[config.mk]
export PLATFORM = sky130hd
export DESIGN_NAME = snake_dir_queue
export DESIGN_NICKNAME = d
export VERILOG_FILES = /design/src/rtl/snake_pkg.sv /design/src/rtl/dir_fifo.sv /design/src/rtl/snake_dir_queue.sv
export SDC_FILE = /design/constraint.sdc
export NUM_CORES = 1
export LEC_CHECK = 0
export ABC_AREA = 1
export BUFFER_PORTS_ARGS = -buffer_cell sky130_fd_sc_hd__buf_4
export CAP_MARGIN = 20
export CORE_MARGIN = 2
export CORE_UTILIZATION = 45
export CTS_CLUSTER_SIZE = 40
export DETAILED_ROUTE_END_ITERATION = 6
export REMOVE_ABC_BUFFERS = 1
export SLEW_MARGIN = 20
export SYNTH_ARGS = -nofsm -noshare
export SYNTH_HDL_FRONTEND = slang
export SYNTH_SLANG_ARGS = --single-unit
[constraint.sdc]
create_clock -name CLK_50M -period 4.3 [get_ports CLK_50M]
set_input_delay 0 -clock CLK_50M [delete_from_list [all_inputs] [get_ports CLK_50M]]
set_output_delay 0 -clock CLK_50M [all_outputs]
set_load 0.005 [all_outputs]
[src/rtl/snake_pkg.sv]
// Shared snake-game types: direction encoding and helpers.
package snake_pkg;

  typedef enum logic [1:0] {
    DIR_UP    = 2'd0,
    DIR_DOWN  = 2'd1,
    DIR_LEFT  = 2'd2,
    DIR_RIGHT = 2'd3
  } dir_t;

  // Opposite pairs differ only in bit 0 (UP/DOWN, LEFT/RIGHT).
  function automatic dir_t opposite_dir(dir_t d);
    return dir_t'({d[1], ~d[0]});
  endfunction

endpackage

[src/rtl/dir_fifo.sv]
// Small synchronous FIFO of directions with head and tail peek outputs.
module dir_fifo
  import snake_pkg::*;
#(
  parameter int unsigned DEPTH = 4
) (
  input  logic                         clk,
  input  logic                         rst,
  input  logic                         push,
  input  logic                         pop,
  input  dir_t                         din,
  output dir_t                         head,
  output dir_t                         tail,
  output logic                         full,
  output logic                         empty,
  output logic [$clog2(DEPTH+1)-1:0]   level
);

  localparam int unsigned PtrW = $clog2(DEPTH);
  localparam int unsigned LvlW = $clog2(DEPTH+1);

  dir_t            mem_q [DEPTH];
  logic [PtrW-1:0] wr_ptr_q, rd_ptr_q, tail_ptr;
  logic [LvlW-1:0] level_q;
  logic            do_push, do_pop;

  assign full     = (level_q == LvlW'(DEPTH));
  assign empty    = (level_q == '0);
  assign do_pop   = pop & ~empty;
  // A pop in the same cycle frees a slot, so a full queue can still accept.
  assign do_push  = push & (~full | do_pop);
  assign tail_ptr = wr_ptr_q - PtrW'(1);
  assign head     = mem_q[rd_ptr_q];
  assign tail     = mem_q[tail_ptr];
  assign level    = level_q;

  // Storage write; contents are don't-care while the level says empty.
  always_ff @(posedge clk) begin
    if (do_push) begin
      mem_q[wr_ptr_q] <= din;
    end
  end

  // Pointers and level counter.
  always_ff @(posedge clk) begin
    if (rst) begin
      wr_ptr_q <= '0;
      rd_ptr_q <= '0;
      level_q  <= '0;
    end else begin
      if (do_push) wr_ptr_q <= wr_ptr_q + PtrW'(1);
      if (do_pop)  rd_ptr_q <= rd_ptr_q + PtrW'(1);
      unique case ({do_push, do_pop})
        2'b10:   level_q <= level_q + LvlW'(1);
        2'b01:   level_q <= level_q - LvlW'(1);
        default: level_q <= level_q;
      endcase
    end
  end

endmodule

[src/rtl/snake_dir_queue.sv]
// Turns key-press pulses into the snake direction, one queued command per game step.
module snake_dir_queue
  import snake_pkg::*;
#(
  parameter int unsigned DEPTH         = 4,
  parameter bit          ALLOW_REVERSE = 1'b0
) (
  input  logic                       CLK_50M,
  input  logic                       RST,
  input  logic                       left_key_press,
  input  logic                       right_key_press,
  input  logic                       up_key_press,
  input  logic                       down_key_press,
  input  logic                       move_tick,
  output logic [1:0]                 dir,
  output logic                       dir_changed,
  output logic [$clog2(DEPTH+1)-1:0] queue_level,
  output logic                       overflow
);

  dir_t cmd, ref_dir, fifo_head, fifo_tail, dir_q;
  logic cmd_valid, accept, pop, fifo_full, fifo_empty;
  logic dir_changed_q, overflow_q;

  // Press encoder: up > down > left > right, lower presses discarded.
  always_comb begin
    cmd_valid = 1'b1;
    cmd       = DIR_UP;
    if (up_key_press)         cmd = DIR_UP;
    else if (down_key_press)  cmd = DIR_DOWN;
    else if (left_key_press)  cmd = DIR_LEFT;
    else if (right_key_press) cmd = DIR_RIGHT;
    else                      cmd_valid = 1'b0;
  end

  // Filter against the last direction that will be in effect: queue tail, else current dir.
  always_comb begin
    ref_dir = fifo_empty ? dir_q : fifo_tail;
    accept  = cmd_valid && (cmd != ref_dir) &&
              (ALLOW_REVERSE || (cmd != opposite_dir(ref_dir)));
  end

  // Pop only from a non-empty queue; a same-cycle push is not bypassed.
  assign pop = move_tick & ~fifo_empty;

  dir_fifo #(
    .DEPTH (DEPTH)
  ) u_fifo (
    .clk   (CLK_50M),
    .rst   (RST),
    .push  (accept),
    .pop   (pop),
    .din   (cmd),
    .head  (fifo_head),
    .tail  (fifo_tail),
    .full  (fifo_full),
    .empty (fifo_empty),
    .level (queue_level)
  );

  // Direction register and output pulse registers.
  always_ff @(posedge CLK_50M) begin
    if (RST) begin
      dir_q         <= DIR_RIGHT;
      dir_changed_q <= 1'b0;
      overflow_q    <= 1'b0;
    end else begin
      if (pop) dir_q <= fifo_head;
      dir_changed_q <= pop;
      overflow_q    <= accept & fifo_full & ~pop;
    end
  end

  assign dir         = dir_q;
  assign dir_changed = dir_changed_q;
  assign overflow    = overflow_q;

endmodule

==> results.py <==
metrics = {
    "setup_path": {
        "crit_required_ns": 4.50,
        "arrival_ns": 2.58,
        "worstSetupPathType": "register to register",
        "critPathCaptureType": "register",
        "crit_fanout": 6,
        "start_kind": "register",
    },
    "placement": {
        "hpwlAfterDp_um": 1440,
        "placed_area_um2": 1140,
        "gp_congestion": 0.824,
        "portBuffers": 13,
        "place_ws_ns": 1.94,
    },
    "routing": {
        "vias_per_cell": 4.80,
        "antenna_left": 0,
        "wire_per_inst_um": 11.2,
        "drc": 0,
        "drtIter0Drc": 17,
        "vias": 783,
        "first_pass_iters": 4,
        "routed_wirelength_um": 1830,
    },
    "logic_synthesis": {
        "yosysSeqAreaShare": 0.456,
        "syn_area_um2": 1010,
        "avgSynthCellArea_um2": 8.63,
        "yosysWarnings": 0,
        "synthCells": 117,
        "ys_types": 26,
        "synth-seq-cells": 19,
    },
    "cells_and_area": {
        "final_util": 0.543,
        "insertedDiodeCount": 0,
        "drive_above_1_share": 0.259,
        "nets": 148,
        "final_cell_area_um2": 1180,
        "area_delta_synth_final_pct": 16.7,
    },
    "sta": {
        "drv_slew": 0,
        "timing.setup.tns_ns": 0,
        "fmax_mhz": 421,
        "slew_headroom": 0.792,
        "whs_ns": 0.0384,
        "rsz0062_at_grt": "false",
        "fin_worst_skew_ns": 0.00871,
        "final_hold_viol_count": 0,
        "finalSetupViolations": 0,
        "worstMarginPinSlew_ns": 0.311,
        "min_period_over_period": 0.552,
        "fin_ws_ns": 1.93,
        "layout_min_cycle_time_ns": 2.37,
    },
    "power_and_ir_drop": {
        "combPwrFrac": 0.516,
        "seqPwrFrac": 0.370,
        "leakage_nw": 0.544,
        "power_switching_share": 0.442,
        "p_sw_mw": 0.346,
        "p_per_area_nw_per_um2": 665,
        "ir_worst_vdd_mv": 0.406,
        "power.internal_mw": 0.437,
        "clkPwrFrac": 0.115,
    },
    "clock_tree": {
        "path_clk_slew_ns": 0.11,
        "cts_max_path_buffers": 2,
        "cts_setup_buffers": 0,
        "clock-root-buffer": "clkbuf_4",
        "htree_levels": 1,
        "clk-insertion-delay-late_ns": 0.29,
        "cts_tree": "built",
        "cts_sinks": 19,
        "numCtsBuffers": 3,
    },
    "floorplan": {
        "dieArea_um2": 2640,
        "fp.dieH_um": 51.4,
        "fp.dieW_um": 51.4,
        "core_um2": 2170,
        "start_util": 0.465,
        "rows": 17,
        "io_pins": 14,
    },
    "grt": {
        "grt_use_total": 0.158,
        "first_global_vias": 719,
        "grt.overflow.total": 0,
        "antenna_found_initial": 0,
        "grt_pass1_wl_um": 3000,
        "grt_max_degree": 11,
    },
    "flow_run": {
        "drv_cap": 0,
    },
    "run_status": {
        "status": "completed",
    },
    "hold_path": {
        "hold_class": "input pin to register",
    },
}
==> sequential cells by signal, summed over array words and instances (netlist names) <==
signal           flops
u_fifo.rd_ptr_q      2
overflow             1
dir                  2
dir_changed          1
u_fifo.level         3
u_fifo.wr_ptr_q      2
u_fifo.mem_q         8
==> cell families (layout without fill, tap and decap cells) <==
| kind of cell | after synthesis | after routing | synth area share |
|---|---|---|---|
| buffers and inverters | 25 | 43 | 0.0979 |
| AND/OR/NAND/NOR | 50 | 50 | 0.278 |
| flip-flops | 19 | 19 | 0.456 |
| AO/OA/AOI/OAI | 18 | 18 | 0.0991 |
| adder cells (fa/ha/maj) | 5 | 5 | 0.0694 |
==> repair_timing <==
| action | in CTS | in global routing |
|---|---|---|
| hold buffers | 1 | 0 |
| hold endpoints to repair | 4 | 0 |
| gates resized for setup | 0 | 0 |
==> worst paths after layout <==
check / to / start / slack (ns) / cells past startpoint
max: u_fifo.level[2] / u_fifo.wr_ptr_q[0] / 1.93 / 15
min: u_fifo.mem_q[3][0] / up_key_press / 0.04 / 2
max reg2reg: u_fifo.level[2] / u_fifo.wr_ptr_q[0] / 1.93 / 15
min reg2reg: dir[0] / dir[0] / 0.48 / 1
==> layer usage <==
| metal | up-vias | track usage | part of all wire |
|---|---|---|---|
| li1 | 412 | - | - |
| met1 | 353 | 0.196 | 0.49 |
| met2 | 16 | 0.254 | 0.46 |
| met3 | 2 | 0.0468 | 0.037 |
| met4 | 0 | 0.0658 | 0.0093 |
| met5 | - | 0 | 0 |
==> Yosys cell counts (all sizes together) <==
| master | n | area [um2] |
|---|---|---|
| a211o | 1 | 8.76 |
| a21oi | 9 | 45.0 |
| a221oi | 1 | 8.76 |
| clkinv | 1 | 8.76 |
| dfxtp | 11 | 220 |
| edfxtp | 8 | 240 |
| fa | 1 | 20.0 |
| ha | 4 | 50.1 |
| inv | 24 | 90.1 |
| nand2 | 17 | 86.3 |
| nand3 | 11 | 77.6 |
| nand4 | 2 | 12.5 |
| nor2 | 17 | 83.8 |
| nor3 | 1 | 5.00 |
| o21ai | 6 | 30.0 |
| o21bai | 1 | 7.51 |
| or2 | 2 | 15.0 |
==> through the flow <==
| step | cells | power (mW) |
|---|---|---|
| floorplan | 117 | 0.598 |
| global placement | 158 | 0.691 |
| finish | 163 | 0.783 |
| detailed placement | 158 | 0.700 |
| global route | 163 | 0.849 |
| CTS | 163 | 0.790 |
==> power by group through the flow <==
stage	registers (mW)	clock network, mW	logic (mW)
after floorplan	0.289	0	0.309
after global placement	0.294	0	0.397
after detailed placement	0.295	0	0.405
after CTS	0.290	0.0928	0.407
after global routing	0.298	0.0996	0.452
final	0.290	0.0897	0.404
==> worst max-delay path, cell delays in order (launching register included) <==
cell,delay (ns)
dfxtp_1,0.43
inv_2,0.10
ha_1,0.33
inv_1,0.06
nand3_1,0.09
nand3_1,0.09
nand3_2,0.10
nand2_4,0.13
clkinv_4,0.06
nand2_4,0.06
inv_1,0.05
fa_1,0.37
inv_1,0.06
nand4_1,0.12
a21oi_1,0.17
nor2_1,0.06
==> cell usage in the layout (no fill, tap or decap), drive strengths merged <==
cell type,n
edfxtp,8
nand4,2
o21ai,6
a211o,1
dlygate4sd3,1
fa,1
a221oi,1
ha,4
nor3,1
clkbuf,4
o21bai,1
or2,2
clkinv,1
inv,24
dfxtp,11
a21oi,9
nand3,11
nor2,17
nand2,17
buf,13
==> area by class of cell <==
cell class,instances,area [um2]
Tap cell,28,35.0
Timing Repair Buffer,14,108
Sequential cell,19,460
Fill cell,212,991
Inverter,25,98.8
Multi-Input combinational cell,73,450
Clock buffer,4,26.3
Note: power is estimated with default switching activity, not from simulation.
